### config.mk
export PLATFORM = sky130hd
export DESIGN_NAME = id_stage
export DESIGN_NICKNAME = d
export VERILOG_FILES = /design/src/rtl/id_stage.sv
export SDC_FILE = /design/constraint.sdc
export NUM_CORES = 1
export LEC_CHECK = 0
export BUFFER_PORTS_ARGS = -buffer_cell sky130_fd_sc_hd__buf_2
export CAP_MARGIN = 20
export CORE_MARGIN = 2
export CORE_UTILIZATION = 40
export CTS_CLUSTER_SIZE = 10
export DETAILED_ROUTE_END_ITERATION = 8
export GPL_TIMING_DRIVEN = 0
export HOLD_SLACK_MARGIN = 0.05
export PLACE_DENSITY = 0.74
export SYNTH_ARGS = -nofsm -noshare
export SYNTH_HDL_FRONTEND = slang
export SYNTH_SLANG_ARGS = --single-unit
### constraint.sdc
create_clock -name clk -period 2.5 [get_ports clk]
set_clock_uncertainty 0.05 [all_clocks]
set_input_delay 0.125 -clock clk [delete_from_list [all_inputs] [get_ports clk]]
set_output_delay 0.125 -clock clk [all_outputs]
set_load 0.005 [all_outputs]
### src/rtl/id_stage.sv
// ============================================================================
// Module      : id_stage
// Description : RV32I instruction-decode stage. Holds the IF/ID pipeline
//               register (PC, instruction, valid) under stall/flush/branch
//               control and decodes fields plus the sign-extended immediate.
//               Optional macro ID_ILLEGAL_CHECK_EN: non-RV32I opcodes are
//               reported as bubbles (id_valid=0, imm=0).
// Revision    : 1.0 - initial release
// ============================================================================
`default_nettype none

module id_stage #(
    parameter int          XLEN      = 32,
    parameter logic [31:0] NOP_INSTR = 32'h0000_0000
) (
    input  logic            clk,
    input  logic            rst_,
    input  logic            stall,
    input  logic            flush,
    input  logic            branch,
    input  logic            valid,
    input  logic [XLEN-1:0] pc,
    input  logic [31:0]     instr,
    output logic            stall_if,
    output logic            id_valid,
    output logic [XLEN-1:0] id_pc,
    output logic [XLEN-1:0] imm,
    output logic [6:0]      opcode,
    output logic [4:0]      rd_addr,
    output logic [4:0]      rs1_addr,
    output logic [4:0]      rs2_addr,
    output logic [2:0]      func3,
    output logic [6:0]      func7
);

    localparam logic [6:0] c_OP_REG    = 7'b0110011;
    localparam logic [6:0] c_OP_IMM    = 7'b0010011;
    localparam logic [6:0] c_OP_LOAD   = 7'b0000011;
    localparam logic [6:0] c_OP_STORE  = 7'b0100011;
    localparam logic [6:0] c_OP_BRANCH = 7'b1100011;
    localparam logic [6:0] c_OP_JAL    = 7'b1101111;
    localparam logic [6:0] c_OP_JALR   = 7'b1100111;
    localparam logic [6:0] c_OP_LUI    = 7'b0110111;
    localparam logic [6:0] c_OP_AUIPC  = 7'b0010111;
    localparam logic [6:0] c_OP_FENCE  = 7'b0001111;
    localparam logic [6:0] c_OP_SYSTEM = 7'b1110011;

    logic [31:0]     ir_q,   ir_d;
    logic [XLEN-1:0] pc_q,   pc_d;
    logic            v_q,    v_d;
    logic [XLEN-1:0] imm_raw;
    logic            op_legal;

    // Kill (flush/branch) outranks stall so a squashed instruction never lingers.
    always_comb begin
        ir_d = ir_q;
        pc_d = pc_q;
        v_d  = v_q;
        if (flush || branch) begin
            ir_d = NOP_INSTR;
            pc_d = '0;
            v_d  = 1'b0;
        end else if (stall) begin
            ir_d = ir_q;
            pc_d = pc_q;
            v_d  = v_q;
        end else if (!valid) begin
            ir_d = NOP_INSTR;
            pc_d = '0;
            v_d  = 1'b0;
        end else begin
            ir_d = instr;
            pc_d = pc;
            v_d  = 1'b1;
        end
    end

    always_ff @(posedge clk or posedge rst_) begin
        if (rst_) begin
            ir_q <= NOP_INSTR;
            pc_q <= '0;
            v_q  <= 1'b0;
        end else begin
            ir_q <= ir_d;
            pc_q <= pc_d;
            v_q  <= v_d;
        end
    end

    always_comb begin
        imm_raw = '0;
        case (ir_q[6:0])
            c_OP_IMM, c_OP_LOAD, c_OP_JALR, c_OP_SYSTEM:
                imm_raw = {{20{ir_q[31]}}, ir_q[31:20]};
            c_OP_STORE:
                imm_raw = {{20{ir_q[31]}}, ir_q[31:25], ir_q[11:7]};
            c_OP_BRANCH:
                imm_raw = {{19{ir_q[31]}}, ir_q[31], ir_q[7], ir_q[30:25], ir_q[11:8], 1'b0};
            c_OP_LUI, c_OP_AUIPC:
                imm_raw = {ir_q[31:12], 12'b0};
            c_OP_JAL:
                imm_raw = {{11{ir_q[31]}}, ir_q[31], ir_q[19:12], ir_q[20], ir_q[30:21], 1'b0};
            default:
                imm_raw = '0;
        endcase
    end

`ifdef ID_ILLEGAL_CHECK_EN
    always_comb begin
        op_legal = 1'b0;
        case (ir_q[6:0])
            c_OP_REG, c_OP_IMM, c_OP_LOAD, c_OP_STORE, c_OP_BRANCH, c_OP_JAL,
            c_OP_JALR, c_OP_LUI, c_OP_AUIPC, c_OP_FENCE, c_OP_SYSTEM:
                op_legal = 1'b1;
            default:
                op_legal = 1'b0;
        endcase
    end
`else
    // Without the check every opcode is accepted; R-type stays listed for clarity.
    always_comb begin
        op_legal = 1'b1;
        if (ir_q[6:0] == c_OP_REG) begin
            op_legal = 1'b1;
        end
    end
`endif

    assign stall_if = stall;
    assign id_valid = v_q & op_legal;
    assign id_pc    = pc_q;
    assign imm      = op_legal ? imm_raw : '0;
    assign opcode   = ir_q[6:0];
    assign rd_addr  = ir_q[11:7];
    assign rs1_addr = ir_q[19:15];
    assign rs2_addr = ir_q[24:20];
    assign func3    = ir_q[14:12];
    assign func7    = ir_q[31:25];

endmodule

`default_nettype wire

==> metrics.cfg, run 1 <==
[drt]
ant_nets=0
drc=0
viasPerCell=5.13
wl_per_cell_um=15.8
dr.pass1.iters=4
drt_iter0_drc=88
wirelength_um=9060
dr_total_vias=2937

[power_and_ir_drop]
power_mw=2.19
irDropWorstVdd_v=0.000312
p_leak_nw=2.78
power_density_nw_per_um2=466

[grt]
grt.overflow.total=0
grt_antenna_before_repair=0
grt_start_max_net_pins=34
grt_pass1_wl_um=14000
groute.usage.overall=0.232
grt_pass1_vias=2884

[worst_setup_path]
worstSetupPathType=reg -> out
start_kind=register
crit_required_ns=2.33
critPathArrivalTime_ns=1.86
cp_max_fo=10
endpoint_kind=output pin

[timing]
worst_pin_slew_ns=0.703
hold_violations=0
relSlewSlack=0.531
final.setup.tns_ns=0
period_needed_ns=2.04
slew_violations=0
post-route-period-util=0.815
finalSetupViolations=0
max_clock_freq_mhz=491
fin_ws_ns=0.464
rsz0062_at_grt=no

[die]
die_x_um=89.0
start_util=0.418
dieArea_um2=7920
ios=168
fp.coreArea_um2=6910
fp-row-count=30
die_height_um=89.0

[synth]
synth.net_count=299
ys.flop_type=dfrtp_1
synth_area_um2=2890
yosysWarnings=0
synth.distinct_cells=37
synth-edff-count=0
synth_top_area_cell=dfrtp_1
synth_seq_area_share=0.563
synth.area.top_cells=dfrtp_1, a22o_1, a21o_1
synthArstFlopShare=1.00
synthCells=229
syn_area_per_cell_um2=12.6
synth_top_area_frac=0.563
ys_seq_elements=65

[cts]
cts_tree=done
htree_levels=3
clockRootBuffer=clkbuf_8
numCtsBuffers=9
clockBufferDepth=2
clk_latency_ns=0.32
clkSinkCount=65
cts_resized=0
cts_hold_buf=65
clk_pin_slew_worst_paths_ns=0.06
postCtsSetupBuffers=0

[placed_design]
gp_congestion=0.800
hpwl_um=5930
dpl_worst_slack_ns=0.839
dp.cells=493
io_buffers=167

[min_path]
hold_class=in -> reg

[final_layout]
instances_no_fill=572
areaGrowthSynthToFinish_pct=62.6
multi_input_area_um2=1100
drive_above_1_share=0.450
utilization=0.681
fillers=550
antennaDiodeCount=0
fin_nets=543
regArea_um2=1630

[job]
maxCapViolCount=0

[status]
outcome=complete, no violations

==> cell usage after synthesis, drive strengths merged, types with 3 or more instances <==
cell    number
a21o        21
nand2        6
nand2b       3
nor2         5
a22o        68
dfrtp       65
o21ai        3
and3         7
buf         23
==> critical path, stage by stage, from the launching register on <==
cell and delay (ns):
dfrtp_1 0.43, buf_6 0.16, nor2_2 0.18, nand2_1 0.09, a31oi_1 0.24, buf_4 0.22
a21o_1 0.11, buf_2 0.11
==> metrics by stage <==
step	hold slack, ns	cell area (um^2)
floorplan	0.208	2890
global placement	0.292	3850
detailed placement	0.233	3870
CTS	0.298	4700
global route	0.312	4700
finish	0.323	4700
==> worst paths after layout <==
path	start	end	slack (ns)	cells past startpoint
setup / recovery	ir_q[2]	imm[24]	0.46	7
hold / removal	flush	id_pc[6]	0.32	4
setup reg to reg	ir_q[4]	ir_q[4]	1.53	2
hold reg to reg	id_valid	id_valid	0.45	1
max in group asynchronous	rst_	ir_q[8]	1.36	4
min in group asynchronous	rst_	id_pc[5]	0.43	3
==> power breakdown <==
group | switching (mW) | internal, mW
clock network | 0.374 | 0.476
logic | 0.103 | 0.150
registers | 0.0170 | 1.07
==> cells by family after synthesis <==
kind of cell | count (synthesis) | share of synthesized area
DFF | 65 | 0.563
buffers and inverters | 27 | 0.0571
and+or+nand+nor | 36 | 0.0874
muxes | 1 | 0.00346
AOI/OAI and AO/OA | 100 | 0.289
==> metal layers <==
metal / vias to the layer above / share of wire / track usage / wire [um]
li1: 1362 / - / - / -
met1: 1442 / 0.43 / 0.299 / 3880
met2: 125 / 0.50 / 0.380 / 4540
met3: 8 / 0.062 / 0.0609 / 560
met4: 0 / 0.0098 / 0.0868 / 89
met5: - / 0 / 0 / 0
==> final cells by class <==
class                      instances  share of cell area
timing repair buffer             233               0.320
inverter                           2             0.00160
buffer                            25              0.0335
tap                               96              0.0256
multi-input combinational        137               0.234
sequential                        65               0.346
clock buffer                      11              0.0301
clock inverter                     3             0.00905
==> flip-flops by register name, indices dropped and copies added, names as in the netlist <==
signal / count
id_pc: 32
ir_q: 32
id_valid: 1
==> placed cells by master, fill, tap and decap left out, types with 2 or more instances in the layout <==
master / n
a22o_1: 68
buf_6: 4
buf_2: 182
clkbuf_1: 3
nand4b_1: 2
nor2b_1: 2
a21o_1: 21
nand2_1: 6
nand2b_4: 2
clkbuf_8: 10
buf_4: 4
and3_1: 7
dfrtp_1: 65
nor2_1: 4
dlygate4sd3_1: 65
nor3_1: 2
o21ai_0: 2
(Power assumes the default switching activity.)
==> inputs of run 2 (changes only) <==
--- a/config.mk
+++ b/config.mk
@@ -8,12 +8,12 @@
 export BUFFER_PORTS_ARGS = -buffer_cell sky130_fd_sc_hd__buf_2
 export CAP_MARGIN = 20
 export CORE_MARGIN = 2
-export CORE_UTILIZATION = 40
+export CORE_UTILIZATION = 39
 export CTS_CLUSTER_SIZE = 10
 export DETAILED_ROUTE_END_ITERATION = 8
 export GPL_TIMING_DRIVEN = 0
 export HOLD_SLACK_MARGIN = 0.05
-export PLACE_DENSITY = 0.74
+export PLACE_DENSITY = 0.75
 export SYNTH_ARGS = -nofsm -noshare
 export SYNTH_HDL_FRONTEND = slang
 export SYNTH_SLANG_ARGS = --single-unit
==> constraint.sdc (replaced) <==
create_clock -name clk -period 1.8 [get_ports clk]
set_clock_uncertainty 0.05 [all_clocks]
set_input_delay 0.09 -clock clk [delete_from_list [all_inputs] [get_ports clk]]
set_output_delay 0.09 -clock clk [all_outputs]
set_load 0.005 [all_outputs]
==> run 2 against run 1 <==
Final area rose by 6.2%; critical path type unchanged; sequential power rose by 39%; critical path depth unchanged; sequential share of layout area fell by 2.0 points; combinational power increased by 48%; the flow now finishes with violations (negative setup slack); die area up 2.4%; non-clock buffer count increased by 17; setup slack got worse by 0.64 ns.
==> metrics.cfg, run 2 (same netlist as run 1, synthesis figures left out) <==
[power_and_ir_drop]
power_density_nw_per_um2=661  ; +42%
p_leak_nw=2.90  ; +4.3%
irDropWorstVdd_v=0.000421  ; +35%

[final_layout]
drive_above_1_share=0.491  ; +0.0413
areaGrowthSynthToFinish_pct=72.8
instances_no_fill=594  ; +3.8%
fillers=559  ; +1.6%
antennaDiodeCount=0  ; unchanged
finalInstanceArea_um2=4990  ; +6.2%
utilization=0.692  ; +0.0115
final_common_cell=buf_2
fin_nets=560  ; +3.1%
final_cell_mix=buf_2, a22o_1, dlygate4sd3_1, dfrtp_1, a21o_1

[drt]
wl_per_cell_um=17.2  ; +8.4%
ant_nets=0  ; unchanged
dr_total_vias=3067  ; +4.4%
drt_iter0_drc=174  ; +98%
viasPerCell=5.16  ; +0.56%
dr.pass1.iters=4  ; unchanged
drc=0  ; unchanged
wirelength_um=10200  ; +13%

[cts]
htree_levels=3  ; unchanged
clk_latency_ns=0.33  ; about the same
cts_tree=done
clockBufferDepth=2  ; unchanged
clockRootBuffer=clkbuf_8
clk_pin_slew_worst_paths_ns=0.07  ; about the same
clkSinkCount=65  ; unchanged
numCtsBuffers=9  ; unchanged

[die]
dieArea_um2=8120  ; +2.4%
start_util=0.401  ; -0.0179
fp.coreArea_um2=7210  ; +4.5%
die_x_um=90.1  ; +1.2%
die_height_um=90.1  ; +1.2%
ios=168  ; unchanged
fp-row-count=31  ; +3.3%

[grt]
use_met1=0.296  ; -0.00308
grt.overflow.total=0  ; unchanged
grt_pass1_vias=3287  ; +14%
groute.usage.overall=0.249  ; +0.0167
top_usage_layer=met2
grt_antenna_before_repair=0  ; unchanged
met3_usage=0.0629  ; +0.00192
met2_usage=0.425  ; +0.0449
grt_pass1_wl_um=16200  ; +16%
grt_start_max_net_pins=44  ; +29%

[timing]
worst_pin_slew_ns=0.520  ; -0.182 ns
hold_violations=0  ; unchanged
period_needed_ns=1.98
finalSetupViolations=32  ; +32
relSlewSlack=0.653  ; +0.122
post-route-period-util=1.10
rsz0062_at_grt=yes
slew_violations=0  ; unchanged
timing.hold.ws_ns=0.276  ; -0.0469 ns
fin_ws_ns=-0.178  ; -0.641 ns
max_clock_freq_mhz=506

[placed_design]
io_buffers=167  ; unchanged
post_dp_cell_area_um2=3870  ; about the same
gp_congestion=0.822  ; +2.8%
dp.cells=496  ; +0.61%
hpwl_um=6210  ; +4.6%
dpl_worst_slack_ns=0.126  ; -0.713 ns

[worst_setup_path]
cp_max_fo=10  ; unchanged
crit_required_ns=1.66  ; -0.67 ns
rrSetupSlack_ns=0.78  ; -0.75 ns
critPathArrivalTime_ns=1.84  ; -0.02 ns
worstSetupPathType=reg -> out
start_kind=register
reg2reg_depth=3  ; +1
endpoint_kind=output pin
r2r_end=ir_q[3]
crit-reg2reg-launch=ir_q[3]

[status]
violations=negative setup slack
outcome=complete, but fails checks

[min_path]
hold_class=in -> async

[job]
maxCapViolCount=0  ; unchanged

[run 2: worst max-delay path by stage]
stage	depth (start not counted)	from	end	slack [ns]
final	7	ir_q[2]	imm[2]	-0.18
after global routing	7	ir_q[2]	imm[2]	-0.31
after CTS	6	ir_q[3]	imm[2]	-0.19
after detailed placement	6	ir_q[2]	imm[2]	0.13
after global placement	2	rst_	ir_q[7]	-0.70
after floorplan	1	rst_	id_pc[0]	0.03
[run 2: critical path, cell delays in order, from the launching register on]
cell,delay (ns)
dfrtp_1,0.39
buf_6,0.15
nor2_4,0.16
mux2i_1,0.12
o32ai_2,0.27
buf_4,0.18
a22o_1,0.12
buf_2,0.11
[run 2: metal layers]
metal / wire length, um / part of all wire
met2: 5240 / 0.51
met5: 0 / 0
met4: 252 / 0.025
met3: 645 / 0.063
met1: 4070 / 0.40
[run 2: layout make-up]
cell class,count,area (um^2),area share
flip-flops and latches,65,1630,0.326
plain buffers,24,165,0.0331
multi-input cells,137,1180,0.236
inverters,2,7.51,0.00150
clock buffers,10,138,0.0276
well taps,99,124,0.0248
clock inverters,6,90.1,0.0180
repair buffers,251,1670,0.334
[run 2: what timing repair did]
| action | CTS | global route |
|---|---|---|
| setup endpoints to repair | 31 | 32 |
| buffers inserted | 11 | 6 |
| resized for setup | 10 | 17 |
| endpoints found under the hold margin | 86 | 0 |
| hold buffers | 65 | 0 |
| pin swaps | 14 | 6 |
| cloned | 1 | 0 |
[run 2: report_power, final]
part           internal, mW  switching (mW)  leakage, nW
Clock                 0.823           0.588        0.113
Sequential             1.49          0.0248        0.899
Combinational         0.221           0.154         1.89
Total                  2.53           0.767         2.90
[run 2: metrics by stage]
step | setup TNS [ns] | power (mW)
detailed placement | 0 | 1.78
floorplan | 0 | 1.64
global placement | -45.46 | 1.77
CTS | -3.55 | 3.31
global route | -7.26 | 3.44
finish | -3.69 | 3.30
